===== config.mk =====
export PLATFORM = sky130hd
export DESIGN_NAME = receipt_chain_sequencer_flat
export DESIGN_NICKNAME = d
export VERILOG_FILES = /design/src/rtl/receipt_chain_sequencer_if.sv /design/src/rtl/receipt_chain_sequencer.sv /design/src/flat_wrapper.sv
export SDC_FILE = /design/constraint.sdc
export NUM_CORES = 1
export LEC_CHECK = 0
export BUFFER_PORTS_ARGS = -buffer_cell sky130_fd_sc_hd__clkbuf_2
export CORE_MARGIN = 2
export CORE_UTILIZATION = 40
export DETAILED_ROUTE_END_ITERATION = 10
export PLACE_DENSITY = 0.55
export SYNTH_ARGS = -nofsm -noshare
export SYNTH_HDL_FRONTEND = slang
export SYNTH_SLANG_ARGS = --single-unit

===== constraint.sdc =====
create_clock -name clk -period 12.65 [get_ports clk]
set_input_delay 1.265 -clock clk [delete_from_list [all_inputs] [get_ports clk]]
set_output_delay 1.265 -clock clk [all_outputs]
set_load 0.01 [all_outputs]

===== src/rtl/receipt_chain_sequencer_if.sv =====
// Receipt stream, integrity-checker handshake and status bundle for receipt_chain_sequencer.
// master = the upstream core/checker/status side; slave = the sequencer.
interface receipt_chain_sequencer_if #(
  parameter int IDX_W = 16
);
  logic             in_valid;
  logic             in_ready;
  logic [31:0]      in_pre_mu;
  logic [31:0]      in_post_mu;
  logic [7:0]       in_opcode;
  logic [31:0]      in_operand;
  logic             in_chain_first;

  logic             chk_valid;
  logic [31:0]      chk_pre_mu;
  logic [31:0]      chk_post_mu;
  logic [7:0]       chk_opcode;
  logic [31:0]      chk_operand;
  logic             chk_chain_mode;
  logic [31:0]      chk_prev_post_mu;
  logic             chk_integrity_ok;
  logic             chk_chain_ok;
  logic [31:0]      chk_error_code;

  logic             clear_status;
  logic [IDX_W-1:0] receipts_checked;
  logic [IDX_W-1:0] receipts_failed;
  logic             fail_seen;
  logic [IDX_W-1:0] first_fail_idx;
  logic [31:0]      first_fail_code;
  logic             busy;

  modport master (
    output in_valid, in_pre_mu, in_post_mu, in_opcode, in_operand, in_chain_first,
    input  in_ready,
    input  chk_valid, chk_pre_mu, chk_post_mu, chk_opcode, chk_operand,
           chk_chain_mode, chk_prev_post_mu,
    output chk_integrity_ok, chk_chain_ok, chk_error_code,
    output clear_status,
    input  receipts_checked, receipts_failed, fail_seen, first_fail_idx,
           first_fail_code, busy
  );

  modport slave (
    input  in_valid, in_pre_mu, in_post_mu, in_opcode, in_operand, in_chain_first,
    output in_ready,
    output chk_valid, chk_pre_mu, chk_post_mu, chk_opcode, chk_operand,
           chk_chain_mode, chk_prev_post_mu,
    input  chk_integrity_ok, chk_chain_ok, chk_error_code,
    input  clear_status,
    output receipts_checked, receipts_failed, fail_seen, first_fail_idx,
           first_fail_code, busy
  );
endinterface


===== src/rtl/receipt_chain_sequencer.sv =====
// Buffers mu-receipts in a FIFO, issues them one per two cycles to the integrity checker,
// tracks chain context and accumulates pass/fail statistics from the checker verdicts.
module receipt_chain_sequencer #(
  parameter int DEPTH = 8,
  parameter int IDX_W = 16
) (
  input logic                    clk,
  input logic                    rst_n,
  receipt_chain_sequencer_if.slave bus
);
  localparam int PTR_W = $clog2(DEPTH);
  localparam logic [PTR_W:0] FULL_CNT = (PTR_W+1)'(DEPTH);

  typedef struct packed {
    logic [31:0] pre;
    logic [31:0] post;
    logic [7:0]  opcode;
    logic [31:0] operand;
    logic        chain_first;
  } entry_t;

  typedef enum logic [1:0] {S_IDLE, S_ISSUE, S_COLLECT} state_t;

  entry_t           mem [DEPTH];
  logic [PTR_W-1:0] wr_ptr, rd_ptr;
  logic [PTR_W:0]   count;
  logic             full, empty, push, pop;
  entry_t           head;
  state_t           state;
  logic             chain_active;
  logic [31:0]      last_post;

  logic [IDX_W-1:0] checked, failed, fail_idx;
  logic             seen;
  logic [31:0]      fail_code;
  logic [IDX_W-1:0] checked_n, failed_n, fail_idx_n;
  logic             seen_n;
  logic [31:0]      fail_code_n;

  assign full  = (count == FULL_CNT);
  assign empty = (count == '0);
  assign push  = bus.in_valid && !full;
  // the head leaves the FIFO on the edge that enters ISSUE
  assign pop   = (state != S_ISSUE) && !empty;
  assign head  = mem[rd_ptr];

  always_ff @(posedge clk) begin
    if (push)
      mem[wr_ptr] <= '{pre: bus.in_pre_mu, post: bus.in_post_mu, opcode: bus.in_opcode,
                       operand: bus.in_operand, chain_first: bus.in_chain_first};
  end

  always_ff @(posedge clk or negedge rst_n) begin
    if (!rst_n) begin
      wr_ptr <= '0;
      rd_ptr <= '0;
      count  <= '0;
    end else begin
      if (push) wr_ptr <= wr_ptr + 1'b1;
      if (pop)  rd_ptr <= rd_ptr + 1'b1;
      case ({push, pop})
        2'b10:   count <= count + 1'b1;
        2'b01:   count <= count - 1'b1;
        default: count <= count;
      endcase
    end
  end

  always_ff @(posedge clk or negedge rst_n) begin
    if (!rst_n) begin
      state                <= S_IDLE;
      bus.chk_valid        <= 1'b0;
      bus.chk_pre_mu       <= '0;
      bus.chk_post_mu      <= '0;
      bus.chk_opcode       <= '0;
      bus.chk_operand      <= '0;
      bus.chk_chain_mode   <= 1'b0;
      bus.chk_prev_post_mu <= '0;
      chain_active         <= 1'b0;
      last_post            <= '0;
    end else begin
      case (state)
        S_ISSUE: begin
          state         <= S_COLLECT;
          bus.chk_valid <= 1'b0;
        end
        default: begin
          if (!empty) begin
            state                <= S_ISSUE;
            bus.chk_valid        <= 1'b1;
            bus.chk_pre_mu       <= head.pre;
            bus.chk_post_mu      <= head.post;
            bus.chk_opcode       <= head.opcode;
            bus.chk_operand      <= head.operand;
            bus.chk_chain_mode   <= chain_active && !head.chain_first;
            bus.chk_prev_post_mu <= last_post;
            // chain context advances on issue, independent of the verdict
            last_post            <= head.post;
            chain_active         <= 1'b1;
          end else begin
            state <= S_IDLE;
          end
        end
      endcase
    end
  end

  // clear first, then layer any verdict collected this cycle on top of it
  always_comb begin
    checked_n   = bus.clear_status ? '0 : checked;
    failed_n    = bus.clear_status ? '0 : failed;
    seen_n      = bus.clear_status ? 1'b0 : seen;
    fail_idx_n  = bus.clear_status ? '0 : fail_idx;
    fail_code_n = bus.clear_status ? '0 : fail_code;
    if (state == S_COLLECT) begin
      if (!(bus.chk_integrity_ok && bus.chk_chain_ok)) begin
        if (failed_n != '1) failed_n = failed_n + 1'b1;
        if (!seen_n) begin
          seen_n      = 1'b1;
          fail_idx_n  = checked_n;
          fail_code_n = bus.chk_error_code;
        end
      end
      if (checked_n != '1) checked_n = checked_n + 1'b1;
    end
  end

  always_ff @(posedge clk or negedge rst_n) begin
    if (!rst_n) begin
      checked   <= '0;
      failed    <= '0;
      seen      <= 1'b0;
      fail_idx  <= '0;
      fail_code <= '0;
    end else begin
      checked   <= checked_n;
      failed    <= failed_n;
      seen      <= seen_n;
      fail_idx  <= fail_idx_n;
      fail_code <= fail_code_n;
    end
  end

  assign bus.in_ready         = !full;
  assign bus.busy             = !empty || (state != S_IDLE);
  assign bus.receipts_checked = checked;
  assign bus.receipts_failed  = failed;
  assign bus.fail_seen        = seen;
  assign bus.first_fail_idx   = fail_idx;
  assign bus.first_fail_code  = fail_code;
endmodule

===== src/flat_wrapper.sv =====
// flat-port wrapper written by rule: the top's interface ports become plain ports
module receipt_chain_sequencer_flat 
#(
  parameter int DEPTH = 8,
  parameter int IDX_W = 16
)
  (clk, rst_n, bus_in_valid, bus_in_pre_mu, bus_in_post_mu, bus_in_opcode, bus_in_operand, bus_in_chain_first, bus_in_ready, bus_chk_valid, bus_chk_pre_mu, bus_chk_post_mu, bus_chk_opcode, bus_chk_operand, bus_chk_chain_mode, bus_chk_prev_post_mu, bus_chk_integrity_ok, bus_chk_chain_ok, bus_chk_error_code, bus_clear_status, bus_receipts_checked, bus_receipts_failed, bus_fail_seen, bus_first_fail_idx, bus_first_fail_code, bus_busy);
  receipt_chain_sequencer_if #(.IDX_W(IDX_W)) bus_i ();
  input logic clk;
  input logic rst_n;
  input wire logic [$bits(bus_i.in_valid)-1:0] bus_in_valid;
  input wire logic [$bits(bus_i.in_pre_mu)-1:0] bus_in_pre_mu;
  input wire logic [$bits(bus_i.in_post_mu)-1:0] bus_in_post_mu;
  input wire logic [$bits(bus_i.in_opcode)-1:0] bus_in_opcode;
  input wire logic [$bits(bus_i.in_operand)-1:0] bus_in_operand;
  input wire logic [$bits(bus_i.in_chain_first)-1:0] bus_in_chain_first;
  output wire logic [$bits(bus_i.in_ready)-1:0] bus_in_ready;
  output wire logic [$bits(bus_i.chk_valid)-1:0] bus_chk_valid;
  output wire logic [$bits(bus_i.chk_pre_mu)-1:0] bus_chk_pre_mu;
  output wire logic [$bits(bus_i.chk_post_mu)-1:0] bus_chk_post_mu;
  output wire logic [$bits(bus_i.chk_opcode)-1:0] bus_chk_opcode;
  output wire logic [$bits(bus_i.chk_operand)-1:0] bus_chk_operand;
  output wire logic [$bits(bus_i.chk_chain_mode)-1:0] bus_chk_chain_mode;
  output wire logic [$bits(bus_i.chk_prev_post_mu)-1:0] bus_chk_prev_post_mu;
  input wire logic [$bits(bus_i.chk_integrity_ok)-1:0] bus_chk_integrity_ok;
  input wire logic [$bits(bus_i.chk_chain_ok)-1:0] bus_chk_chain_ok;
  input wire logic [$bits(bus_i.chk_error_code)-1:0] bus_chk_error_code;
  input wire logic [$bits(bus_i.clear_status)-1:0] bus_clear_status;
  output wire logic [$bits(bus_i.receipts_checked)-1:0] bus_receipts_checked;
  output wire logic [$bits(bus_i.receipts_failed)-1:0] bus_receipts_failed;
  output wire logic [$bits(bus_i.fail_seen)-1:0] bus_fail_seen;
  output wire logic [$bits(bus_i.first_fail_idx)-1:0] bus_first_fail_idx;
  output wire logic [$bits(bus_i.first_fail_code)-1:0] bus_first_fail_code;
  output wire logic [$bits(bus_i.busy)-1:0] bus_busy;
  assign bus_i.in_valid = bus_in_valid;
  assign bus_i.in_pre_mu = bus_in_pre_mu;
  assign bus_i.in_post_mu = bus_in_post_mu;
  assign bus_i.in_opcode = bus_in_opcode;
  assign bus_i.in_operand = bus_in_operand;
  assign bus_i.in_chain_first = bus_in_chain_first;
  assign bus_in_ready = bus_i.in_ready;
  assign bus_chk_valid = bus_i.chk_valid;
  assign bus_chk_pre_mu = bus_i.chk_pre_mu;
  assign bus_chk_post_mu = bus_i.chk_post_mu;
  assign bus_chk_opcode = bus_i.chk_opcode;
  assign bus_chk_operand = bus_i.chk_operand;
  assign bus_chk_chain_mode = bus_i.chk_chain_mode;
  assign bus_chk_prev_post_mu = bus_i.chk_prev_post_mu;
  assign bus_i.chk_integrity_ok = bus_chk_integrity_ok;
  assign bus_i.chk_chain_ok = bus_chk_chain_ok;
  assign bus_i.chk_error_code = bus_chk_error_code;
  assign bus_i.clear_status = bus_clear_status;
  assign bus_receipts_checked = bus_i.receipts_checked;
  assign bus_receipts_failed = bus_i.receipts_failed;
  assign bus_fail_seen = bus_i.fail_seen;
  assign bus_first_fail_idx = bus_i.first_fail_idx;
  assign bus_first_fail_code = bus_i.first_fail_code;
  assign bus_busy = bus_i.busy;
  receipt_chain_sequencer #(.DEPTH(DEPTH), .IDX_W(IDX_W)) u_core (.clk(clk), .rst_n(rst_n), .bus(bus_i));
endmodule

==> results.ini <==
[sta]
fin_worst_skew_ns = 0.0276
timing.final.max_slew_violations = 0
clock.fmax_mhz = 256
fin_crit_ns = 3.91
finalCritPeriodShare_pct = 30.9
setup_viol = 0
setup-tns-final_ns = 0
finalHoldViolations = 0
rsz_0062_raised_after_global_routing = false
fin_ws_ns = 8.74
holdWs_ns = 0.479
worst_slew_pin_slew_ns = 1.03
max_slew_margin_pct = 31.7

[synth]
synth-simple-area-share_pct = 4.05
post_synth_fa_ha_maj_area_fraction_pct = 0.186
synth-seq-cells = 1072
synth.cell_area_sq_um = 40500
synth_async_sr_flop_share_pct = 21.6
synth-edff-count = 840
synthDistinctLibCells = 54
post_synth_mux_area_share_pct = 15.4
synthesis.instances = 2086
synth_compound_gate_area_share_pct = 2.19
main_combinational_cell_family_by_area_after_synthesis = multiplexers
mappedNetlistNets = 2235
ys_seq_area_share_pct = 76.7
dominantRegCellSynth = sky130_fd_sc_hd__edfxtp_1
mean_area_per_synthesized_cell_sq_um = 19.4
synth-xor-area-share_pct = 0.325
ys_warns = 0

[floorplan]
design.die.area_sq_um = 104000
fp.dieW_um = 322
num_rows = 116
initial_cell_density_of_the_core_pct = 40.4
placeableCoreArea_sq_um = 100000
die-height_um = 322
boundaryPins = 364

[worst_setup_path]
arrival_ns = 4.44
worstPathMaxFanout = 49
start_kind = flop
worst_ep_required_time_ns = 13.18
cp-end-kind = flop
path_class = reg2reg

[grt]
globalRoute.totalOverflow = 0
grt_max_degree = 164
grt_usage_pct = 18.1
via_count_of_the_first_global_routing_pass = 21700
grt_pass1_wl_um = 139000
grt_antenna_before_repair = 12

[placed_design]
io_buffer_count = 363
detailedPlacementHpwl_um = 51500
pre_cts_slack_ns = 8.52
post-place-cells = 3676
place_congestion = 0.764

[run_status]
run_status = complete, no violations

[power]
power_per_cell_area_nw_per_um2 = 233
total_leakage_power_nw = 17.2
vdd.ir_drop.worst_mv = 0.176

[clock_tree]
cts.repair.resized = 0
tritoncts_clock_tree = yes
cts_made_buffers = 112
cts_max_path_buffers = 3
cts_num_sinks = 1072
clk_root_buffer_cell = sky130_fd_sc_hd__clkbuf_16
clock_h_tree_levels = 3
cts_hold_buf = 0
cts_setup_buffers = 0
worst_skew_pair.late_latency_ns = 0.70
path_clk_slew_ns = 0.06

[hold_path]
timing.hold.worst.class = reg2reg

[layout]
post_route_cells_drive_above_1_share_pct = 32.6
area_delta_synth_final_pct = 17.6
final_common_cell = sky130_fd_sc_hd__edfxtp_1
finish.net_count = 2641
final_core_utilization_pct = 47.5
layout.cells.non_filler = 3889
final_cell_mix = sky130_fd_sc_hd__edfxtp_1 (840), sky130_fd_sc_hd__clkbuf_2 (362), sky130_fd_sc_hd__dfrtp_1 (229)

[route]
vias = 20600
antenna_violating_nets_post_route = 0
routed_via_density = 5.29
drc_errors = 0
post_drt_wl_per_cell_um = 24.0
detailedRoute.firstIterationViolations = 1237
drt_pass1_iterations = 4
wirelength_um = 93400

[job]
cap_violations = 0

logic make-up after synthesis:
kind of cell | Yosys count
DFF | 1072
and+or+nand+nor | 359
muxes | 355
AOI/OAI and AO/OA | 165
buffers and inverters | 114
xor gates and xnor gates | 15
adders and majority gates | 6
sequential cells by signal, summed over array words and instances, names as in the netlist, 4 cells and up:
register,cells
u_core.mem,840
u_core.bus.chk_operand,32
u_core.bus.chk_post_mu,32
u_core.bus.chk_pre_mu,32
u_core.bus.chk_prev_post_mu,32
u_core.bus.first_fail_code,32
u_core.bus.first_fail_idx,16
u_core.bus.receipts_checked,16
u_core.bus.receipts_failed,16
u_core.bus.chk_opcode,8
u_core.count,4
where the power goes:
group / internal [mW] / switching (mW) / total (mW)
registers: 4.53 / 0.420 / 4.95
logic: 1.31 / 1.54 / 2.85
clock network: 1.92 / 1.35 / 3.27
worst paths after layout:
kind                                      from                              to  slack, ns  depth (start not counted)
setup / recovery              u_core.rd_ptr[0]       u_core.bus.chk_pre_mu[12]       8.74                          5
hold / removal             u_core.chain_active             u_core.chain_active       0.48                          1
setup reg to reg              u_core.rd_ptr[0]       u_core.bus.chk_pre_mu[12]       8.74                          5
hold reg to reg            u_core.chain_active             u_core.chain_active       0.48                          1
max in group asynchronous                rst_n                u_core.rd_ptr[0]      10.70                          2
min in group asynchronous                rst_n  u_core.bus.receipts_failed[13]       0.56                          1
cell type report:
cell class              instances  area, sq um
repair buffers                399         2120
diodes                          1         2.50
flip-flops and latches       1072        31000
clock buffers                 163         3230
clock inverters                49          518
inverters                       7         26.3
multi-input cells             900         9020
well taps                    1298         1620
fillers                      8417        52600
cell usage after synthesis (9+ instances only):
library cell               instances  share of area, %
sky130_fd_sc_hd__buf_2            29              0.36
sky130_fd_sc_hd__mux4_2          210                12
sky130_fd_sc_hd__mux2_2           38               1.1
sky130_fd_sc_hd__mux2i_1         107               2.6
sky130_fd_sc_hd__xnor2_1           9              0.19
sky130_fd_sc_hd__nand2_1         120               1.1
sky130_fd_sc_hd__clkbuf_1         58              0.54
sky130_fd_sc_hd__nor3_1           11              0.14
sky130_fd_sc_hd__dfrtp_1         232                14
sky130_fd_sc_hd__a21oi_1         132               1.6
sky130_fd_sc_hd__o21ai_0           9              0.11
sky130_fd_sc_hd__nand3_1          45              0.56
sky130_fd_sc_hd__edfxtp_1        840                62
sky130_fd_sc_hd__buf_1            18              0.17
sky130_fd_sc_hd__nor2_1          122               1.1
sky130_fd_sc_hd__nor2b_1           9              0.14
critical path, cell delays in order (launching register included):
cell and delay (ns):
sky130_fd_sc_hd__dfrtp_4 1.10, sky130_fd_sc_hd__buf_4 0.89, sky130_fd_sc_hd__buf_4 0.81, sky130_fd_sc_hd__mux4_2 0.60, sky130_fd_sc_hd__mux2i_1 0.15, sky130_fd_sc_hd__a21oi_1 0.10
through the flow:
step                      instance area (sq um)  power, mW
after global routing                      47600       11.7
final                                     47600       11.1
after CTS                                 47600       11.3
after detailed placement                  43800       7.98
after floorplan                           40500       6.95
after global placement                    43800       7.92
metal layers:
metal	share of wire (%)	track usage, %
met5	0.13	0
met4	2.0	4.54
met3	6.0	4.80
met2	50	30.7
met1	42	23.0
No activity file was read; power rests on OpenSTA's default activity.
